File: config.mk
export PLATFORM = sky130hd
export DESIGN_NAME = disp_vram_reader
export DESIGN_NICKNAME = d
export VERILOG_FILES = /design/src/rtl/disp_vram_reader.sv
export SDC_FILE = /design/constraint.sdc
export NUM_CORES = 1
export LEC_CHECK = 0
export ABC_AREA = 1
export BUFFER_PORTS_ARGS = -buffer_cell sky130_fd_sc_hd__buf_2
export CORE_MARGIN = 4
export CORE_UTILIZATION = 47
export DETAILED_ROUTE_END_ITERATION = 10
export GPL_TIMING_DRIVEN = 0
export PLACE_DENSITY = 0.84
export SYNTH_ARGS = -nofsm -noshare
export SYNTH_HDL_FRONTEND = slang
export SYNTH_SLANG_ARGS = --single-unit
File: constraint.sdc
create_clock -name ACLK -period 1.7 [get_ports ACLK]
set_input_delay 0.34 -clock ACLK [delete_from_list [all_inputs] [get_ports ACLK]]
set_output_delay 0.34 -clock ACLK [all_outputs]
set_load 0.05 [all_outputs]
File: src/rtl/disp_vram_reader.sv
// AXI4 read master that streams one frame of VRAM pixels into the display FIFO.
// One outstanding INCR burst at a time, issued only when the FIFO has room.
module disp_vram_reader #(
    parameter int ADDR_W    = 32,
    parameter int BURST_LEN = 128,
    parameter int H_PIXELS  = 640,
    parameter int V_LINES   = 480
) (
    input  logic              ACLK,
    input  logic              ARESETN,
    input  logic              DISP_ON,
    input  logic              AXI_START,
    input  logic [ADDR_W-1:0] DISPADDR,
    output logic              FIFO_WR,
    output logic [23:0]       FIFO_DIN,
    input  logic              FIFO_AFULL,
    output logic [ADDR_W-1:0] ARADDR,
    output logic [7:0]        ARLEN,
    output logic [2:0]        ARSIZE,
    output logic [1:0]        ARBURST,
    output logic              ARVALID,
    input  logic              ARREADY,
    input  logic [31:0]       RDATA,
    input  logic [1:0]        RRESP,
    input  logic              RLAST,
    input  logic              RVALID,
    output logic              RREADY,
    output logic              BUSY,
    output logic              RD_ERR
);

    localparam int NBURST = (H_PIXELS * V_LINES) / BURST_LEN;
    localparam int CNT_W  = (NBURST > 1) ? $clog2(NBURST) : 1;
    localparam int OFF_W  = $clog2(BURST_LEN * 4);

    localparam logic [ADDR_W-1:0] LOW_MASK =
        ADDR_W'((64'd1 << OFF_W) - 64'd1);
    localparam logic [CNT_W-1:0] LAST_CNT = CNT_W'(NBURST - 1);

    typedef enum logic [1:0] {
        S_IDLE,
        S_WAIT_ROOM,
        S_ADDR,
        S_DATA
    } state_t;

    state_t state_q, state_d;

    logic              start_meta_q, start_sync_q, start_prev_q;
    logic              don_meta_q, don_sync_q;
    logic [ADDR_W-1:0] base_q, base_d;
    logic [CNT_W-1:0]  burst_cnt_q, burst_cnt_d;
    logic [ADDR_W-1:0] araddr_q, araddr_d;
    logic              arvalid_q, arvalid_d;
    logic              rready_q, rready_d;
    logic              fifo_wr_q, fifo_wr_d;
    logic [23:0]       fifo_din_q, fifo_din_d;
    logic              busy_q, busy_d;
    logic              rd_err_q, rd_err_d;

    logic              start_pulse;
    logic              go;
    logic              beat;
    logic              last_burst;
    logic [ADDR_W-1:0] burst_off;
    logic [7:0]        rdata_unused;

    assign start_pulse  = start_sync_q & ~start_prev_q;
    assign go           = start_pulse & don_sync_q;
    assign beat         = RVALID & rready_q;
    assign last_burst   = (burst_cnt_q == LAST_CNT);
    assign burst_off    = ADDR_W'(burst_cnt_q) << OFF_W;
    assign rdata_unused = RDATA[31:24];

    always_ff @(posedge ACLK or negedge ARESETN) begin
        if (!ARESETN) begin
            state_q      <= S_IDLE;
            start_meta_q <= 1'b0;
            start_sync_q <= 1'b0;
            start_prev_q <= 1'b0;
            don_meta_q   <= 1'b0;
            don_sync_q   <= 1'b0;
            base_q       <= '0;
            burst_cnt_q  <= '0;
            araddr_q     <= '0;
            arvalid_q    <= 1'b0;
            rready_q     <= 1'b0;
            fifo_wr_q    <= 1'b0;
            fifo_din_q   <= '0;
            busy_q       <= 1'b0;
            rd_err_q     <= 1'b0;
        end else begin
            state_q      <= state_d;
            start_meta_q <= AXI_START;
            start_sync_q <= start_meta_q;
            start_prev_q <= start_sync_q;
            don_meta_q   <= DISP_ON;
            don_sync_q   <= don_meta_q;
            base_q       <= base_d;
            burst_cnt_q  <= burst_cnt_d;
            araddr_q     <= araddr_d;
            arvalid_q    <= arvalid_d;
            rready_q     <= rready_d;
            fifo_wr_q    <= fifo_wr_d;
            fifo_din_q   <= fifo_din_d;
            busy_q       <= busy_d;
            rd_err_q     <= rd_err_d;
        end
    end

    always_comb begin
        state_d = state_q;
        unique case (state_q)
            S_IDLE: begin
                if (go) state_d = S_WAIT_ROOM;
            end
            S_WAIT_ROOM: begin
                if (!FIFO_AFULL) state_d = S_ADDR;
            end
            S_ADDR: begin
                if (ARREADY) state_d = S_DATA;
            end
            S_DATA: begin
                if (beat && RLAST) begin
                    state_d = last_burst ? S_IDLE : S_WAIT_ROOM;
                end
            end
            default: state_d = S_IDLE;
        endcase
    end

    // Outputs are registered: each *_d is the value the port shows next cycle.
    always_comb begin
        arvalid_d   = 1'b0;
        rready_d    = 1'b0;
        araddr_d    = araddr_q;
        base_d      = base_q;
        burst_cnt_d = burst_cnt_q;
        busy_d      = busy_q;
        fifo_wr_d   = beat;
        fifo_din_d  = beat ? RDATA[23:0] : fifo_din_q;
        rd_err_d    = rd_err_q | (beat & (RRESP != 2'b00));
        unique case (state_q)
            S_IDLE: begin
                if (go) begin
                    base_d      = DISPADDR & ~LOW_MASK;
                    burst_cnt_d = '0;
                    busy_d      = 1'b1;
                end
            end
            S_WAIT_ROOM: begin
                if (!FIFO_AFULL) begin
                    arvalid_d = 1'b1;
                    araddr_d  = base_q + burst_off;
                end
            end
            S_ADDR: begin
                arvalid_d = ~ARREADY;
                rready_d  = ARREADY;
            end
            S_DATA: begin
                rready_d = ~(beat & RLAST);
                if (beat && RLAST) begin
                    burst_cnt_d = burst_cnt_q + 1'b1;
                    if (last_burst) busy_d = 1'b0;
                end
            end
            default: ;
        endcase
    end

    assign ARADDR   = araddr_q;
    assign ARVALID  = arvalid_q;
    assign ARLEN    = 8'(BURST_LEN - 1);
    assign ARSIZE   = 3'b010;
    assign ARBURST  = 2'b01;
    assign RREADY   = rready_q;
    assign FIFO_WR  = fifo_wr_q;
    assign FIFO_DIN = fifo_din_q;
    assign BUSY     = busy_q;
    assign RD_ERR   = rd_err_q;

endmodule

==> key figures <==
GRT
  – Grt total ovfl: 0
  – Number of global-route vias before repair: 4,739
  – Antenna violations before repair: 0
  – First-pass GRT wire length: 21,400 um
  – Largest net degree at the start of global routing: 63
  – GRT Total Usage: 20.8%

Outcome
  – Failing checks: setup timing
  – Status: finished, violations left

Timing
  – Count of pins over their slew limit: 0
  – RSZ-0062 raised after global routing: yes
  – Max Clock Freq: 509 MHz
  – Minimum clock period: 1970 ps
  – Period utilization: 116%
  – Final hold violation count: 0
  – Post-route setup slack: -265 ps
  – Clock skew: 7.16 ps
  – Final count of negative-setup-slack endpoints: 15

CTS
  – CTS sink cnt: 94
  – CTS tree: built
  – Total CTS buffers: 9
  – Clock Pin Slew Worst Setup and Hold Paths: 110 ps
  – Root Driver: clkbuf_8
  – H-tree depth: 3
  – Clk Latency, worst-skew pair: 390 ps
  – Clock buffer depth: 2

Floorplan
  – Die X: 112 um
  – Rows: 37
  – Die area: 12,500 um^2
  – Top Ports: 148
  – Core Region: 10,400 um^2
  – Initial Util: 48.7%
  – Die height: 112 um

Logic synthesis
  – Post-synthesis async set-or-reset flop share: 100%
  – Dominant cells by area after synthesis: dfrtp_1, nand2_1, inv_1
  – Post-synth top area share: 46.4%
  – Yosys reg bits: 94
  – Yosys warns: 0
  – Syn Std Cell Area: 5070 um^2
  – Ys flop type: dfrtp_1
  – Mean post-synth cell area: 8.04 um^2
  – Sequential cell area fraction in the yosys report: 46.4%
  – Synth cell types: 37
  – Synth Instances: 631
  – Area leader, netlist: dfrtp_1
  – Number of flops mapped to enable cells by yosys: 0

Finish
  – Final Util: 66.9%
  – Area delta synth->final: 37.4%
  – Nets: 904
  – Most common cell after layout, fill and taps aside: nand2_1
  – Share of layout cells above drive strength 1: 39.7%
  – # diodes: 0
  – Most frequent cells in the layout: nand2_1, buf_2, dfrtp_1
  – Cell area after layout: 6970 um^2

Pwr
  – Sequential power share: 30.6%
  – Int Pwr: 5.97 mW
  – LEAKAGE: 3.68 nW
  – Clock power frac: 12.5%
  – Sw frac: 51.9%
  – Maximum vdd drop: 1.07 mV
  – Pwr/cell area: 1780 nW/um^2
  – Combinational share of power: 56.9%
  – Psw: 6.45 mW

Drt
  – DRC Markers: 0
  – Post-Route WL: 15,500 um
  – Via/cell ratio: 5.35
  – First-pass detailed-route iteration total: 5
  – Routed WL per cell: 16.3 um
  – Vias: 5,093
  – Initial DRC count: 406
  – Post-route ant nets: 0

Min path
  – Worst hold path class: in -> reg

Place
  – GPL Wtd Cong: 0.905
  – Port Buf Inserts: 108
  – Pre-CTS setup slack: -301 ps
  – Placement Cell Area: 5900 um^2
  – Post-DP HPWL: 9220 um

Worst setup path
  – WS Path Type: reg -> reg
  – CP arrival: 2240 ps
  – Startpoint Class: flop
  – CP endpoint kind: flop
  – Req. time, crit path: 1980 ps
  – Crit path max fanout: 3

Job
  – # Max-Cap Violations: 0
repair_timing:
| action | in CTS | in global routing |
|---|---|---|
| setup endpoints to repair | 38 | 42 |
| endpoints found under the hold margin | 32 | 0 |
| setup buffers | 6 | 33 |
| resized for setup | 41 | 104 |
| pin swaps | 8 | 50 |
| hold buffers | 1 | 0 |
| cloned | 0 | 0 |
cell usage after synthesis (9+ instances only):
library cell / number
ha_1: 18
a21oi_1: 23
buf_4: 22
nand3_1: 40
dfrtp_1: 94
inv_1: 63
nand4_1: 9
nand2_1: 222
mux2_2: 15
nor2_1: 38
o21ai_0: 17
logic make-up (layout without fill, tap and decap cells):
family                   Yosys count  after routing  synth area share [%]
AO/OA/AOI/OAI                     47             47                  4.88
AND/OR/NAND/NOR                  345            345                  29.6
XOR/XNOR                           8              8                  1.38
flip-flops                        94             94                  46.4
buffers and inverters            101            266                  9.40
adder cells (fa/ha/maj)           19             19                  4.83
multiplexers                      15             15                  3.33
other                              2             22                 0.148
worst max-delay path: stages, from the launching register on:
cell and delay, ps:
dfrtp_1 410, ha_4 190, inv_4 50, fa_2 420
inv_2 80, nand3_2 70, nand2_2 100, nand2_2 70
nand2_4 100, buf_4 120, xnor2_1 140, o21ai_1 90
power by group through the flow:
stage                     registers [mW]  clock network (mW)  logic, mW
after CTS                           3.74                1.57       6.02
after floorplan                     5.55                   0       2.50
after detailed placement            3.71                   0       5.74
after global routing                3.91                1.66       7.50
after global placement              3.68                   0       5.63
final                               3.80                1.56       7.06
state kept, by name, indices dropped and copies added (netlist names):
signal	count
start_prev_q	1
don_sync_q	1
state_q	2
RREADY	1
start_sync_q	1
base_q	23
BUSY	1
burst_cnt_q	12
FIFO_WR	1
ARVALID	1
FIFO_DIN	24
start_meta_q	1
don_meta_q	1
ARADDR	23
RD_ERR	1
layer usage:
metal	vias to the layer above	wire length (um)	share of wire [%]	GRT usage [%]
li1	2322	-	-	-
met3	94	1140	7.3	4.40
met1	2391	5630	36	24.2
met4	0	832	5.4	8.92
met5	-	0	0	0
met2	286	7930	51	36.9
cell type report:
cell class / count / area (um^2)
fill: 761 / 3450
buffer: 35 / 248
sequential: 94 / 2360
timing repair buffer: 149 / 896
multi-input combinational: 456 / 2830
inverter: 66 / 253
clock inverter: 7 / 86.3
tap: 136 / 170
clock buffer: 9 / 124
final timing paths:
| kind | cells after the start | endpoint | slack (ps) | startpoint |
|---|---|---|---|---|
| setup / recovery | 11 | ARADDR[17] | -270 | base_q[9] |
| hold / removal | 1 | don_meta_q | 50 | DISP_ON |
| setup reg to reg | 11 | ARADDR[17] | -270 | base_q[9] |
| hold reg to reg | 0 | don_sync_q | 360 | don_meta_q |
| max in group asynchronous | 3 | FIFO_DIN[3] | 620 | ARESETN |
| min in group asynchronous | 2 | ARADDR[11] | 430 | ARESETN |
metrics by stage:
| step | setup TNS, ps | hold WS, ps | power (mW) | std cells |
|---|---|---|---|---|
| finish | -2040 | 48.9 | 12.4 | 952 |
| global placement | -56250 | 335 | 9.31 | 895 |
| CTS | -399 | 44.9 | 11.3 | 919 |
| global route | -3270 | 34.5 | 13.1 | 952 |
| detailed placement | -3460 | 325 | 9.45 | 896 |
| floorplan | -14.7 | 44.4 | 8.05 | 651 |
No activity file was read; power rests on OpenSTA's default activity.
